===== config.mk =====
export PLATFORM = sky130hd
export DESIGN_NAME = mac16_seq_ctrl_flat
export DESIGN_NICKNAME = d
export VERILOG_FILES = /design/src/rtl/mac16_seq_ctrl_if.sv /design/src/rtl/mac16_seq_ctrl.sv /design/src/flat_wrapper.sv
export SDC_FILE = /design/constraint.sdc
export NUM_CORES = 1
export LEC_CHECK = 0
export ABC_AREA = 1
export BUFFER_PORTS_ARGS = -buffer_cell sky130_fd_sc_hd__buf_2
export CAP_MARGIN = 20
export CORE_MARGIN = 1.5
export CORE_UTILIZATION = 55
export CTS_CLUSTER_DIAMETER = 120
export DETAILED_ROUTE_END_ITERATION = 8
export GPL_ROUTABILITY_DRIVEN = 0
export PLACE_DENSITY = 0.77
export SYNTH_ARGS = -nofsm -noshare
export SYNTH_HDL_FRONTEND = slang
export SYNTH_SLANG_ARGS = --single-unit
export TNS_END_PERCENT = 100

===== constraint.sdc =====
create_clock -name clk -period 8.4 [get_ports clk]
set_clock_uncertainty 0.15 [all_clocks]
set_input_delay 0.42 -clock clk [delete_from_list [all_inputs] [get_ports clk]]
set_output_delay 0.42 -clock clk [all_outputs]
set_load 0.02 [all_outputs]

===== src/rtl/mac16_seq_ctrl_if.sv =====
// Operand and result handshake bundle for the sequential 16x16 MAC.
// The producer/consumer side uses master; the MAC itself uses slave.
interface mac16_seq_ctrl_if #(
  parameter int ACC_W = 40
);
  logic             in_valid;
  logic             in_ready;
  logic [15:0]      in_a;
  logic [15:0]      in_b;
  logic             in_clr;
  logic             out_valid;
  logic             out_ready;
  logic [31:0]      out_prod;
  logic [ACC_W-1:0] out_acc;

  modport master (
    output in_valid, in_a, in_b, in_clr, out_ready,
    input  in_ready, out_valid, out_prod, out_acc
  );

  modport slave (
    input  in_valid, in_a, in_b, in_clr, out_ready,
    output in_ready, out_valid, out_prod, out_acc
  );
endinterface


===== src/rtl/mac16_seq_ctrl.sv =====
// Iterative 16x16 unsigned MAC: one shared 8x8 multiplier is stepped over the
// four partial products, then the 32-bit product is added into a wrapping accumulator.

module wm (
  input  logic [7:0]  a,
  input  logic [7:0]  b,
  output logic [15:0] p
);
  assign p = a * b;
endmodule

module mac16_seq_ctrl #(
  parameter int ACC_W = 40
) (
  input  logic                    clk,
  input  logic                    rst,
  mac16_seq_ctrl_if.slave         bus,
  output logic                    busy
);
  typedef enum logic [1:0] {IDLE, PP, ACC, OUT} state_t;

  state_t           state_q, state_d;
  logic [1:0]       cnt_q;
  logic [15:0]      a_q, b_q;
  logic             clr_q;
  logic [31:0]      psum_q, psum_d;
  logic [31:0]      prod_q;
  logic [ACC_W-1:0] acc_q, acc_d;

  logic [7:0]       mul_a, mul_b;
  logic [15:0]      pp;
  logic [4:0]       shamt;
  logic [31:0]      pp_sh;

  logic             in_ready_c, out_valid_c, busy_c;

  // cnt bit 0 picks the high byte of a, bit 1 the high byte of b.
  always_comb begin
    mul_a = cnt_q[0] ? a_q[15:8] : a_q[7:0];
    mul_b = cnt_q[1] ? b_q[15:8] : b_q[7:0];
    case (cnt_q)
      2'd0:    shamt = 5'd0;
      2'd3:    shamt = 5'd16;
      default: shamt = 5'd8;
    endcase
  end

  wm u_wm (
    .a (mul_a),
    .b (mul_b),
    .p (pp)
  );

  // Every partial sum is bounded by the final 32-bit product, so 32 bits never overflow.
  always_comb begin
    pp_sh  = 32'(pp) << shamt;
    psum_d = psum_q + pp_sh;
    acc_d  = (clr_q ? '0 : acc_q) + ACC_W'(psum_q);
  end

  always_ff @(posedge clk) begin
    if (rst) begin
      state_q <= IDLE;
    end else begin
      state_q <= state_d;
    end
  end

  always_comb begin
    state_d = state_q;
    case (state_q)
      IDLE:    if (bus.in_valid) state_d = PP;
      PP:      if (cnt_q == 2'd3) state_d = ACC;
      ACC:     state_d = OUT;
      OUT:     if (bus.out_ready) state_d = IDLE;
      default: state_d = IDLE;
    endcase
  end

  always_comb begin
    in_ready_c  = (state_q == IDLE);
    out_valid_c = (state_q == OUT);
    busy_c      = (state_q != IDLE);
  end

  always_ff @(posedge clk) begin
    if (rst) begin
      cnt_q  <= '0;
      a_q    <= '0;
      b_q    <= '0;
      clr_q  <= 1'b0;
      psum_q <= '0;
      prod_q <= '0;
      acc_q  <= '0;
    end else begin
      case (state_q)
        IDLE: begin
          if (bus.in_valid) begin
            a_q    <= bus.in_a;
            b_q    <= bus.in_b;
            clr_q  <= bus.in_clr;
            psum_q <= '0;
            cnt_q  <= '0;
          end
        end
        PP: begin
          psum_q <= psum_d;
          cnt_q  <= cnt_q + 2'd1;
        end
        ACC: begin
          acc_q  <= acc_d;
          prod_q <= psum_q;
        end
        default: ;
      endcase
    end
  end

  // prod_q and acc_q only change in ACC, so the result holds through backpressure.
  assign bus.in_ready  = in_ready_c;
  assign bus.out_valid = out_valid_c;
  assign bus.out_prod  = prod_q;
  assign bus.out_acc   = acc_q;
  assign busy          = busy_c;
endmodule

===== src/flat_wrapper.sv =====
// flat-port wrapper written by rule: the top's interface ports become plain ports
module mac16_seq_ctrl_flat 
#(
  parameter int ACC_W = 40
)
  (clk, rst, busy, bus_in_valid, bus_in_a, bus_in_b, bus_in_clr, bus_out_ready, bus_in_ready, bus_out_valid, bus_out_prod, bus_out_acc);
  mac16_seq_ctrl_if #(.ACC_W(ACC_W)) bus_i ();
  input  logic clk;
  input  logic rst;
  output logic busy;
  input wire logic [$bits(bus_i.in_valid)-1:0] bus_in_valid;
  input wire logic [$bits(bus_i.in_a)-1:0] bus_in_a;
  input wire logic [$bits(bus_i.in_b)-1:0] bus_in_b;
  input wire logic [$bits(bus_i.in_clr)-1:0] bus_in_clr;
  input wire logic [$bits(bus_i.out_ready)-1:0] bus_out_ready;
  output wire logic [$bits(bus_i.in_ready)-1:0] bus_in_ready;
  output wire logic [$bits(bus_i.out_valid)-1:0] bus_out_valid;
  output wire logic [$bits(bus_i.out_prod)-1:0] bus_out_prod;
  output wire logic [$bits(bus_i.out_acc)-1:0] bus_out_acc;
  assign bus_i.in_valid = bus_in_valid;
  assign bus_i.in_a = bus_in_a;
  assign bus_i.in_b = bus_in_b;
  assign bus_i.in_clr = bus_in_clr;
  assign bus_i.out_ready = bus_out_ready;
  assign bus_in_ready = bus_i.in_ready;
  assign bus_out_valid = bus_i.out_valid;
  assign bus_out_prod = bus_i.out_prod;
  assign bus_out_acc = bus_i.out_acc;
  mac16_seq_ctrl #(.ACC_W(ACC_W)) u_core (.clk(clk), .rst(rst), .bus(bus_i), .busy(busy));
endmodule

==> impl_metrics.yaml <==
drt:
  wl_per_cell_um: 16.5
  drc_errors: 0
  viasPerCell: 5.71
  m1WireLength_mm: 15.2
  wl_met3_mm: 3.36
  drtIter0Drc: 1154
  dr_wl_met2_mm: 15.8
  num_vias: 12400
  wl_mm: 35.9
  final_antenna_net_count: 0
  first_pass_iters: 6
  dr.max_layer_used: "met4"
clocking:
  path_clk_slew_ns: 0.06
  clk_latency_ns: 0.43
  cts.sinks: 141
  cts_buffer_depth: 2
  cts-resized-gates: 0
  h-tree-depth: 4
  root_buffer: "clkbuf_16"
  cts_setup_buffers: 0
  ctsHoldBuffers: 0
  cts_buffers: 17
  cts_tree: "yes"
flow_run:
  maxCapViolCount: 0
critical_path:
  cp.buffers_inverters: 5
  end_kind: "flip-flop"
  required_ns: 8.53
  crit_type: "flip-flop to flip-flop"
  crit_path_max_incr_delay_ns: 0.55
  worstPathArrival_ns: 7.43
  startpoint_type: "flip-flop"
  cp_max_fo: 12
  path_common_cell: "inv_1"
  cp_top_family: "adder cells"
  critPathSlowestCell: "dfxtp_1"
timing:
  setup_viol: 0
  min_period_ns: 7.30
  fin_crit_sh_pct: 86.9
  timing.hold.ws_ns: 0.109
  grt_setup_unrepaired: "false"
  worstMarginPinSlew_ns: 0.928
  max_freq_mhz: 137
  fin_tns_setup_ns: 0
  relSlewSlack_pct: 38.1
  hold_violations: 0
  drv_slew: 0
global_routing:
  grt_max_degree: 80
  grt_pass1_vias: 11400
  grt_usage_pct: 32.3
  overflow: 0
  grt_first_pass_wirelength_mm: 56.9
  antenna_found_initial: 0
finish:
  diodes: 0
  drive_gt1_share_pct: 12.1
  synthToLayoutAreaGrowth_pct: 12.1
  nFillCells: 1956
  fin_nets: 2060
floorplanning:
  ios: 112
  rows: 53
  start_util_pct: 56.1
  fp.coreArea_um2: 21100
  die_h_um: 150
  dieWidth_um: 150
  dieArea_um2: 22400
power_and_ir_drop:
  power.density_nw_per_um2: 297
  ir_drop_v: 0.000203
  p_leak_nw: 6.61
synthesis:
  ys.flop_type: "dfxtp_1"
  synth_edf_count: 0
  synth_top_area_cell: "dfxtp_1"
  yosys_warnings: 0
  synth_top_cell_area_share_pct: 23.9
  netlist_area_um2: 11800
  syn_inst: 1794
  postSynthNetCount: 1973
  yosysUniqueCellTypes: 46
  ys_ff_latch: 141
  synthTopCellsByArea: "dfxtp_1, ha_1, nor2_1"
  synth.avg_cell_area_um2: 6.59
  ys_async_sr_fraction_pct: 0
  ys_seq_area_share_pct: 23.9
outcome:
  status: "finished clean"
placement:
  port_buffers: 111
  dp_hpwl_mm: 27.5
worst_hold_path:
  min_path_type: "primary input to flip-flop"
-- flip-flops by register name, summed over array words and instances (netlist names) --
register / count
u_core.psum_q: 32
u_core.bus.out_acc: 40
u_core.state_q: 2
u_core.cnt_q: 2
u_core.bus.out_prod: 32
u_core.a_q: 16
u_core.b_q: 16
u_core.clr_q: 1
-- report_power, final --
| part | internal, W | switching (W) |
|---|---|---|
| Sequential | 0.000836 | 0.000143 |
| Combinational | 0.000696 | 0.00143 |
| Clock | 0.000528 | 0.000306 |
| Total | 0.00206 | 0.00188 |
-- synth_stat cells, types with 5 or more instances --
cell type / number
a21o_1: 8
a21oi_1: 181
a21oi_2: 5
a31oi_1: 8
buf_2: 7
clkbuf_1: 43
dfxtp_1: 141
fa_1: 38
ha_1: 104
inv_1: 239
inv_2: 5
nand2_1: 265
nand2_2: 11
nand3_1: 66
nand3_2: 9
nand4_1: 15
nor2_1: 335
nor2_2: 6
nor3_1: 12
o21a_1: 7
o21ai_0: 154
o21ai_1: 28
o21ai_2: 6
o21bai_1: 5
or2_2: 26
xnor2_1: 12
xor2_1: 18
-- layer usage --
metal  track usage [%]  vias to the layer above
li1                  -                     6022
met1              41.7                     5659
met2              51.6                      591
met3              7.13                      117
met4              14.4                        0
met5                 0                        -
-- final timing paths --
path / cells after the start / endpoint / slack, ns / start
setup reg to reg: 29 / u_core.psum_q[23] / 1.10 / u_core.cnt_q[0]
setup / recovery: 29 / u_core.psum_q[23] / 1.10 / u_core.cnt_q[0]
hold / removal: 3 / u_core.a_q[15] / 0.11 / bus_in_a[15]
hold reg to reg: 2 / u_core.a_q[15] / 0.34 / u_core.a_q[15]
-- final cells by class --
cell class	count	area (µm²)	area share [%]
Clock buffer	18	429	3.24
Tap cell	275	344	2.59
Timing Repair Buffer	119	648	4.89
Multi-Input combinational cell	1358	7890	59.5
Sequential cell	141	2820	21.3
Clock inverter	14	216	1.63
Inverter	244	916	6.91
-- logic make-up (layout without fill, tap and decap cells) --
group                    Yosys count  count (layout)  share of synthesized area (%)
AO/OA/AOI/OAI                    423             423                           19.5
AND/OR/NAND/NOR                  759             759                           27.2
adder cells (fa/ha/maj)          142             142                           17.4
multiplexers                       4               4                          0.339
flip-flops                       141             141                           23.9
XOR/XNOR                          30              30                           2.22
buffers and inverters            295             395                           9.47
-- worst reg2reg max path, delay by kind of cell (launching register included) --
| kind | cells | cell delay, ns |
|---|---|---|
| adder cells (fa/ha/maj) | 6 | 2.84 |
| buffers and inverters | 5 | 0.49 |
| AND/OR/NAND/NOR | 8 | 1.17 |
| multiplexers | 1 | 0.23 |
| XOR/XNOR | 1 | 0.18 |
| AO/OA/AOI/OAI | 8 | 1.52 |
| flip-flops | 1 | 0.55 |
-- metrics by stage --
| stage | util (%) | worst slack, ns | power, W | cells | cell area (µm²) |
|---|---|---|---|---|---|
| CTS | 62.7 | 1.23 | 0.00389 | 2167 | 13200 |
| detailed placement | 59.6 | 1.29 | 0.00304 | 2135 | 12600 |
| finish | 62.9 | 1.10 | 0.00394 | 2169 | 13300 |
| global route | 62.9 | 0.598 | 0.00423 | 2169 | 13300 |
| global placement | 59.6 | 1.49 | 0.00299 | 2135 | 12600 |
| floorplan | - | 2.21 | 0.00246 | 1794 | 11800 |
-- layout by cell type, fill, tap and decap left out, drive strengths merged, types with 8 or more instances in the layout --
cell    instances
a31oi           8
inv           246
or2            30
clkbuf         18
nand3          75
nor2          342
nor3           14
fa             38
a21o            8
o21ai         188
buf           119
dfxtp         141
xnor2          12
nand2         276
ha            104
xor2           18
nand4          15
a21oi         187
Note: power is estimated with default switching activity, not from simulation.
